[src/rtl/data_ram_arbiter.sv]
`default_nettype none
// ============================================================================
// Module   : data_ram_arbiter
// Purpose  : Shares a dual-port data RAM (one read port, one write port)
//            between the CPU and two external requesters (monitor, DMA).
//            The CPU normally owns both ports. An external access is granted
//            at once on whichever port the CPU leaves free this cycle. If it
//            keeps conflicting for STARVE_MAX cycles, the CPU is stalled and
//            the external access then takes the port.
// Revision : 1.0 - initial release
// ----------------------------------------------------------------------------
// Ports
//   clk, rst                   clock, synchronous active-high reset
//   cpu_re_i / cpu_radr_i      CPU read enable and read word address
//   cpu_we_i / cpu_wadr_i      CPU store byte enables and write word address
//   cpu_wdata_i                CPU store data (byte-aligned)
//   cpu_stall_req_o            registered pipeline stall request
//   mon_* / dma_*              external request/grant/read-return channels
//   ram_*                      RAM port drive (1-cycle read latency)
// ============================================================================
module data_ram_arbiter #(
  parameter int STARVE_MAX = 4
) (
  input  logic        clk,
  input  logic        rst,
  input  logic        cpu_re_i,
  input  logic [11:0] cpu_radr_i,
  input  logic [3:0]  cpu_we_i,
  input  logic [11:0] cpu_wadr_i,
  input  logic [31:0] cpu_wdata_i,
  output logic        cpu_stall_req_o,
  input  logic        mon_req_i,
  input  logic        mon_we_i,
  input  logic [11:0] mon_adr_i,
  input  logic [31:0] mon_wdata_i,
  output logic        mon_gnt_o,
  output logic        mon_rvalid_o,
  output logic [31:0] mon_rdata_o,
  input  logic        dma_req_i,
  input  logic        dma_we_i,
  input  logic [11:0] dma_adr_i,
  input  logic [15:0] dma_wdata_i,
  output logic        dma_gnt_o,
  output logic        dma_rvalid_o,
  output logic [15:0] dma_rdata_o,
  output logic [11:0] ram_radr_o,
  output logic [11:0] ram_wadr_o,
  output logic [31:0] ram_wdata_o,
  output logic [3:0]  ram_wen_o,
  input  logic [31:0] ram_rdata_i
);

  typedef enum logic [1:0] {
    ST_IDLE     = 2'd0,
    ST_PRESTALL = 2'd1,
    ST_FORCE    = 2'd2
  } state_e;

  localparam logic [2:0] C_STARVE_THR = 3'(STARVE_MAX - 1);
  localparam logic [2:0] C_WAIT_SAT   = 3'd7;

  state_e      state_q, state_d;
  logic [2:0]  wait_q, wait_d;
  logic        rr_q, rr_d;          // 0: monitor wins a tie, 1: DMA wins
  logic        stall_q, stall_d;
  logic        mon_rvalid_q, mon_rvalid_d;
  logic        dma_rvalid_q, dma_rvalid_d;

  logic        mon_conf, dma_conf;
  logic        mon_cand, dma_cand;
  logic        mon_gnt, dma_gnt;
  logic        any_req, any_gnt;

  always_comb begin
    // A read needs the read port, a write needs the write port.
    mon_conf = mon_we_i ? (cpu_we_i != 4'b0000) : cpu_re_i;
    dma_conf = dma_we_i ? (cpu_we_i != 4'b0000) : cpu_re_i;

    mon_cand = 1'b0;
    dma_cand = 1'b0;
    case (state_q)
      ST_IDLE: begin
        mon_cand = mon_req_i & ~mon_conf;
        dma_cand = dma_req_i & ~dma_conf;
      end
      ST_FORCE: begin
        // CPU is stalled: the external winner overrides whatever it drives.
        mon_cand = mon_req_i;
        dma_cand = dma_req_i;
      end
      default: begin
        mon_cand = 1'b0;
        dma_cand = 1'b0;
      end
    endcase

    mon_gnt = ~rst & mon_cand & (~dma_cand | ~rr_q);
    dma_gnt = ~rst & dma_cand & (~mon_cand |  rr_q);
    any_gnt = mon_gnt | dma_gnt;
    any_req = mon_req_i | dma_req_i;

    rr_d = any_gnt ? ~rr_q : rr_q;

    // Starvation counter: consecutive pending-but-ungranted cycles.
    wait_d = wait_q;
    if (!any_req || any_gnt) begin
      wait_d = 3'd0;
    end else if (wait_q != C_WAIT_SAT) begin
      wait_d = wait_q + 3'd1;
    end

    state_d = state_q;
    case (state_q)
      ST_IDLE: begin
        // Pending and ungranted in IDLE can only mean a port conflict.
        if (any_req && !any_gnt && (wait_q >= C_STARVE_THR)) begin
          state_d = ST_PRESTALL;
        end
      end
      ST_PRESTALL: state_d = ST_FORCE;
      ST_FORCE:    state_d = ST_IDLE;
      default:     state_d = ST_IDLE;
    endcase

    stall_d      = (state_d != ST_IDLE);
    mon_rvalid_d = mon_gnt & ~mon_we_i;
    dma_rvalid_d = dma_gnt & ~dma_we_i;

    // RAM port muxing: external access replaces the CPU on its port only.
    ram_radr_o  = cpu_radr_i;
    ram_wadr_o  = cpu_wadr_i;
    ram_wdata_o = cpu_wdata_i;
    ram_wen_o   = rst ? 4'b0000 : cpu_we_i;
    if (mon_gnt) begin
      if (mon_we_i) begin
        ram_wadr_o  = mon_adr_i;
        ram_wdata_o = mon_wdata_i;
        ram_wen_o   = 4'b1111;
      end else begin
        ram_radr_o  = mon_adr_i;
      end
    end else if (dma_gnt) begin
      if (dma_we_i) begin
        ram_wadr_o  = dma_adr_i;
        ram_wdata_o = {16'h0000, dma_wdata_i};
        ram_wen_o   = 4'b1111;
      end else begin
        ram_radr_o  = dma_adr_i;
      end
    end
  end

  always_ff @(posedge clk) begin
    if (rst) begin
      state_q      <= ST_IDLE;
      wait_q       <= 3'd0;
      rr_q         <= 1'b0;
      stall_q      <= 1'b0;
      mon_rvalid_q <= 1'b0;
      dma_rvalid_q <= 1'b0;
    end else begin
      state_q      <= state_d;
      wait_q       <= wait_d;
      rr_q         <= rr_d;
      stall_q      <= stall_d;
      mon_rvalid_q <= mon_rvalid_d;
      dma_rvalid_q <= dma_rvalid_d;
    end
  end

  assign cpu_stall_req_o = stall_q;
  assign mon_gnt_o       = mon_gnt;
  assign dma_gnt_o       = dma_gnt;
  assign mon_rvalid_o    = mon_rvalid_q;
  assign dma_rvalid_o    = dma_rvalid_q;
  assign mon_rdata_o     = ram_rdata_i;
  assign dma_rdata_o     = ram_rdata_i[15:0];

endmodule
`default_nettype wire

[config.mk]
export PLATFORM = sky130hd
export DESIGN_NAME = data_ram_arbiter
export DESIGN_NICKNAME = d
export VERILOG_FILES = /design/src/rtl/data_ram_arbiter.sv
export SDC_FILE = /design/constraint.sdc
export NUM_CORES = 1
export LEC_CHECK = 0
export ABC_CLOCK_PERIOD_IN_PS = 6150
export BUFFER_PORTS_ARGS = -buffer_cell sky130_fd_sc_hd__buf_4
export CAP_MARGIN = 40
export CORE_AREA = 2 2 110 112
export CTS_CLUSTER_DIAMETER = 60
export DETAILED_ROUTE_END_ITERATION = 10
export DIE_AREA = 0 0 112 114
export GPL_ROUTABILITY_DRIVEN = 0
export GPL_TIMING_DRIVEN = 0
export PLACE_DENSITY = 0.52
export SYNTH_ARGS = -nofsm -noshare
export SYNTH_HDL_FRONTEND = slang
export SYNTH_SLANG_ARGS = --single-unit
[constraint.sdc]
create_clock -name clk -period 6.15 [get_ports clk]
set_input_delay 0.615 -clock clk [delete_from_list [all_inputs] [get_ports clk]]
set_output_delay 0.615 -clock clk [all_outputs]
set_load 0.005 [all_outputs]
==> metrics, run 1 <==
Max Clk Rate=289 MHz; Worst-Skew Late Latency=between 0.2 and 0.25 ns; TNS Setup=0 ns; Flop pwr share=about 16%; Max Clock Skew=0.00198 ns; clock share of power=~28%; number of antenna diodes=0; gr ovfl total=0; Max Cap Viol=0; Synth Warn #=0; Synth Flop Type=dfxtp_1; Synth top cells by count=buf_4, a22o_1, inv_1; Cells after Synth=263; part of the power in combinational logic=56.3%; r2r setup slk=a little over 4 ns; Layout area overhead=110%; peak supply drop=0.125 mV; largest net degree at the start of global routing=11; asr flop ratio synth=0%; cell with the most instances after synthesis=buf_4; Worst-Margin Slew=0.608 ns; Netlist cell types=37; die height=114 um; global-route wire length before repair=between 15 and 20 mm; final worst path period need=3.46 ns; # IOs=roughly 280; total wire length=11.0 mm; Post-Syn Area=1960 um2; vias per cell=4.41; Setup CP Type=input port to output port; buffer count from post-CTS setup fixing=0; CTS tree=yes; Max-slew headroom=59.1%; Post-layout nets=694; 1st-iter DRT viols=79; number of enable flip-flop cells after synthesis=0; I/O Buffers=roughly 250; multi-input logic area=about 1200 um2; startpoint types=input port; Switch Pwr=0.109 mW; sequential share of the synthesized area=under 10%; DR WL/cell=roughly 17 um; final cell count without fillers=666; Worst Path Required=about 5.5 ns; Clk Tree Root Cell=clkbuf_16; top cells by area, synth=a22o_1, buf_4, a21o_1, dfxtp_1, inv_1; sw frac=between 20% and 30%; placed instance count=662; die width=112 um; worst-path maximum fanout=10; post-CTS sizing=0; status=finished, final reports clean; flip-flop and latch area=180 um2; syn_nets=437; max-slew violations=0; Critical Path AT=2.84 ns; total CTS buffers=3; fraction of layout instances using a drive strength above 1=62.4%; Clk pin slew, worst setup/hold paths=~0.040 ns; hold violation count in the final report=0; Filler Cell Count=about 1300; period utilization=56.2%; pwr dens=99.3 nW/um2; Vias=2937; H-tree Lvls=1; Num Clock Sinks=9; initial antenna violation count=0; Tot GR Track Use=15.6%; Cell Int Power=0.299 mW; final design utilization=a little over a third; CP endpoint kind=output port; Max Buffers Root-to-Sink=2; Initial Utilization=between 10% and 20%; mean area per synthesized cell=7.44 um2; CTS Hold Bufs=0; post-DP HPWL=9.52 mm; Leakage Power=2.37 nW; leading area contributor after synthesis=a22o_1; RSZ-0062 raised after global routing=false; Min-Delay Path Class=flip-flop to flip-flop; remaining antenna violation count=0; total power=0.408 mW; TritonRoute pass-1 iters=4; vias in the first global route=2850; setup violators final=0; Synth Register Bits=9; Synth top area share=20.1%; Residual DRC=0; row cnt=40; core area=11700 um2; Die Area=12800 um2
[power groups by stage]
stage | registers (mW) | clock network, mW | logic (mW)
after detailed placement | 0.0644 | 0 | 0.231
after global placement | 0.0642 | 0 | 0.229
after CTS | 0.0635 | 0.117 | 0.232
after floorplan | 0.0639 | 0 | 0.0778
after global routing | 0.0638 | 0.121 | 0.247
final | 0.0635 | 0.115 | 0.230
[area by class of cell]
type | instances | share of cell area [%]
repair buffers | 252 | 46.0
multi-input cells | 154 | 29.1
plain buffers | 65 | 11.0
well taps | 147 | 4.47
flip-flops and latches | 9 | 4.38
inverters | 35 | 3.20
clock buffers | 3 | 1.83
clock inverters | 1 | 0.122
[critical path: stages]
cell       delay [ns]
buf_4            0.11
clkbuf_1         0.20
or3b_2           0.50
nor3_1           0.53
o2bb2ai_1        0.27
buf_2            0.29
o221ai_1         0.16
buf_4            0.16
[placed cells by master (no fill, tap or decap), types with 3 or more instances in the layout]
master / Yosys / routed
dfxtp_1: 9 / 9
clkbuf_1: 6 / 6
nor2_1: 5 / 5
ha_1: 3 / 3
a22o_1: 45 / 45
nor3_1: 5 / 5
buf_2: 9 / 10
or3b_2: 4 / 4
a21oi_1: 5 / 5
buf_4: 48 / 299
o221ai_1: 12 / 12
inv_1: 35 / 35
clkbuf_16: 0 / 3
o21ai_0: 7 / 7
a21o_1: 29 / 29
nand3_1: 13 / 13
[registers in the layout, summed over array words and instances (netlist names)]
register,count
rr_q,1
mon_rvalid_o,1
wait_q,3
cpu_stall_req_o,1
state_q,2
dma_rvalid_o,1
[final timing paths]
| kind | from | endpoint | cells after the start |
|---|---|---|---|
| worst max-delay path | rst | ram_radr_o[3] | 8 |
| worst min-delay path | wait_q[2]$_SDFFE_PP0P_ | wait_q[2]$_SDFFE_PP0P_ | 2 |
| worst max register to register | state_q[0]$_SDFF_PP0_ | mon_rvalid_o$_SDFF_PP0_ | 4 |
| worst min register to register | wait_q[2]$_SDFFE_PP0P_ | wait_q[2]$_SDFFE_PP0P_ | 2 |
[per-stage QoR]
step	area, um2	worst slack (ns)	hold slack [ns]
after floorplan	1960	3.33	0.518
after global placement	4030	2.63	0.535
after detailed placement	4030	2.65	0.545
after CTS	4110	2.65	0.555
after global routing	4110	2.41	0.577
final	4110	2.69	0.557
[routing by layer]
layer | routed length (um) | global-route usage (%) | vias up
met1 | 4440 | 19.4 | 1376
met5 | 0 | 0 | -
met4 | 38 | 1.79 | 0
li1 | - | - | 1432
met3 | 671 | 2.34 | 4
met2 | 5880 | 29.5 | 125
[cells by family (layout without fill, tap and decap cells)]
kind of cell / count (synthesis) / count (layout) / share of synthesized area (%)
adder cells (fa/ha/maj): 3 / 3 / 1.92
XOR/XNOR: 1 / 1 / 0.448
AND/OR/NAND/NOR: 41 / 41 / 12.8
buffers and inverters: 100 / 356 / 29.7
flip-flops: 9 / 9 / 9.21
multiplexers: 2 / 2 / 1.09
AO/OA/AOI/OAI: 107 / 107 / 44.8
No activity file was read; power rests on OpenSTA's default activity.
==> inputs of run 2 (changes only) <==
==> config.mk (replaced) <==
export PLATFORM = sky130hd
export DESIGN_NAME = data_ram_arbiter
export DESIGN_NICKNAME = d
export VERILOG_FILES = /design/src/rtl/data_ram_arbiter.sv
export SDC_FILE = /design/constraint.sdc
export NUM_CORES = 1
export LEC_CHECK = 0
export ABC_CLOCK_PERIOD_IN_PS = 2800
export BUFFER_PORTS_ARGS = -buffer_cell sky130_fd_sc_hd__buf_4
export CAP_MARGIN = 40
export CORE_AREA = 2 2 109 111
export CTS_CLUSTER_DIAMETER = 60
export DETAILED_ROUTE_END_ITERATION = 10
export DIE_AREA = 0 0 111 113
export GPL_ROUTABILITY_DRIVEN = 0
export GPL_TIMING_DRIVEN = 0
export PLACE_DENSITY = 0.54
export SYNTH_ARGS = -nofsm -noshare
export SYNTH_HDL_FRONTEND = slang
export SYNTH_SLANG_ARGS = --single-unit
==> constraint.sdc (replaced) <==
create_clock -name clk -period 2.8 [get_ports clk]
set_input_delay 0.28 -clock clk [delete_from_list [all_inputs] [get_ports clk]]
set_output_delay 0.28 -clock clk [all_outputs]
set_load 0.005 [all_outputs]
==> run 2 against run 1 <==
Net effect: critical path depth down 1; total power up 120%; non-clock buffer count up 4; cell count unchanged; first-iteration DRC count up 120%; clock power up 120%; setup slack worse by 2.5 ns; cell area up 1.4%; sequential share of layout area down 0.061 points.
==> metrics, run 2 (same netlist as run 1, synthesis figures left out) <==
fraction of layout instances using a drive strength above 1=63.5%; CP peak stage delay=0.50 ns; die width=roughly 110 um; global-route wire length before repair=15.9 mm; Critical Path Start=state_q[1]$_SDFF_PP0_; Worst-Margin Slew=0.648 ns; pwr dens=around 220 nW/um2; setup violators final=0; total wire length=~11 mm; vias per cell=~4.5; CP endpoint kind=output port; TritonRoute pass-1 iters=4; Worst-Skew Late Latency=0.23 ns; max-slew violations=0; CTS Hold Bufs=0; Max Buffers Root-to-Sink=2; peak supply drop=0.219 mV; row cnt=39; Largest Register=wait_q; post-DP HPWL=9.05 mm; Critical Path AT=2.35 ns; status=finished, final reports clean; Tot GR Track Use=15.6%; Residual DRC=0; CP Buf/Inv Count=3; die height=between 100 and 150 um; Initial Utilization=17.4%; Post-layout nets=between 600 and 700; commonest non-fill, non-tap cell in the layout=buf_4; Die Area=12500 um2; Clk Tree Root Cell=clkbuf_16; core area=11300 um2; total CTS buffers=3; initial antenna violation count=0; max reg flops=3; CP top delay family=buffers and inverters; final design utilization=a little under two fifths; Min-Delay Path Class=flip-flop to flip-flop; I/O Buffers=251; Setup CP Type=flip-flop to output port; CP max-delay cell=or3b_2; Clk pin slew, worst setup/hold paths=0.04 ns; Hold Startpoint=wait_q[1]$_SDFFE_PP0P_; largest net degree at the start of global routing=11; remaining antenna violation count=0; Max Cap Viol=0; Worst Path Required=2.52 ns; CTS tree=yes; Largest regs=wait_q (3), state_q (2); Max-slew headroom=a little under three fifths; number of antenna diodes=0; 1st-iter DRT viols=175; reg2reg start=state_q[0]$_SDFF_PP0_; gr ovfl total=0; WHS=0.553 ns; Max Clk Rate=380 MHz; crit-path cells=or3b_2 > a221oi_2 > clkbuf_4 > buf_2 > a22o_1 > a21o_1 > buf_4; Num Clock Sinks=9; RSZ-0062 raised after global routing=false; Max Clock Skew=0.00105 ns; Vias=2986; Layout area overhead=113%; H-tree Lvls=1; vias in the first global route=2974; # IOs=about 280; DR WL/cell=16.3 um; period utilization=94.0%; hold violation count in the final report=0; most frequent cells in the layout=buf_4, a22o_1, inv_1; Leakage Power=2.41 nW; worst-path maximum fanout=10; startpoint types=flip-flop; final worst path period need=2.63 ns
[run 2: cell types whose count changed in the layout (fill, tap and decap cells not counted), sizes merged]
cell    before  now
buf        311  312
clkbuf       9   12
[run 2: worst paths after layout]
path | cells after the start | endpoint | slack (ns)
worst min register to register | 2 | wait_q[1]$_SDFFE_PP0P_ | 0.55
worst max register to register | 4 | mon_rvalid_o$_SDFF_PP0_ | 0.93
worst max-delay path | 7 | ram_wdata_o[7] | 0.17
worst min-delay path | 2 | wait_q[1]$_SDFFE_PP0P_ | 0.55
[run 2: through the flow]
step                      TNS (ns)  setup WS (ns)  instances  cell area [um2]  power (mW)
after detailed placement     -2.42         -0.257        659             4030       0.649
after floorplan                  0          0.654        263             1960       0.311
after CTS                        0         0.0414        666             4160       0.917
after global placement       -4.23         -0.409        657             4020       0.644
final                            0          0.167        666             4170       0.903
after global routing             0         0.0187        666             4170       0.956
[run 2: report_power, final]
| part | leakage, nW | internal, mW | switching [mW] |
|---|---|---|---|
| Sequential | 0.0732 | 0.135 | 0.00460 |
| Combinational | 2.29 | 0.337 | 0.174 |
| Clock | 0.0409 | 0.188 | 0.0648 |
[run 2: layout make-up]
type	count	area [um2]
timing repair buffer	256	1910
clock buffer	3	75.1
buffer	65	462
multi-input combinational	154	1220
tap	143	179
sequential	9	180
clock inverter	1	5.00
fill	1195	7100
inverter	35	131
[run 2: layer usage]
metal | global-route usage [%] | vias up | share of wire [%]
met5 | 0 | - | 0
met4 | 2.17 | 0 | 0.58
met3 | 3.05 | 4 | 7.9
met2 | 29.4 | 151 | 52
met1 | 18.9 | 1391 | 39
li1 | - | 1440 | -
[run 2: repair_timing]
action,4_1_cts,5_1_grt
gates cloned,1,0
buffers inserted,2,0
pin swaps,1,0
gates resized for setup,6,5
setup endpoints to repair,45,12
hold endpoints to repair,0,0
[run 2: worst register-to-register path: stages, from the launching register on]
cell      delay [ns]
dfxtp_1         0.37
or3b_2          0.54
nor3_4          0.26
clkbuf_1        0.45
and2_1          0.20
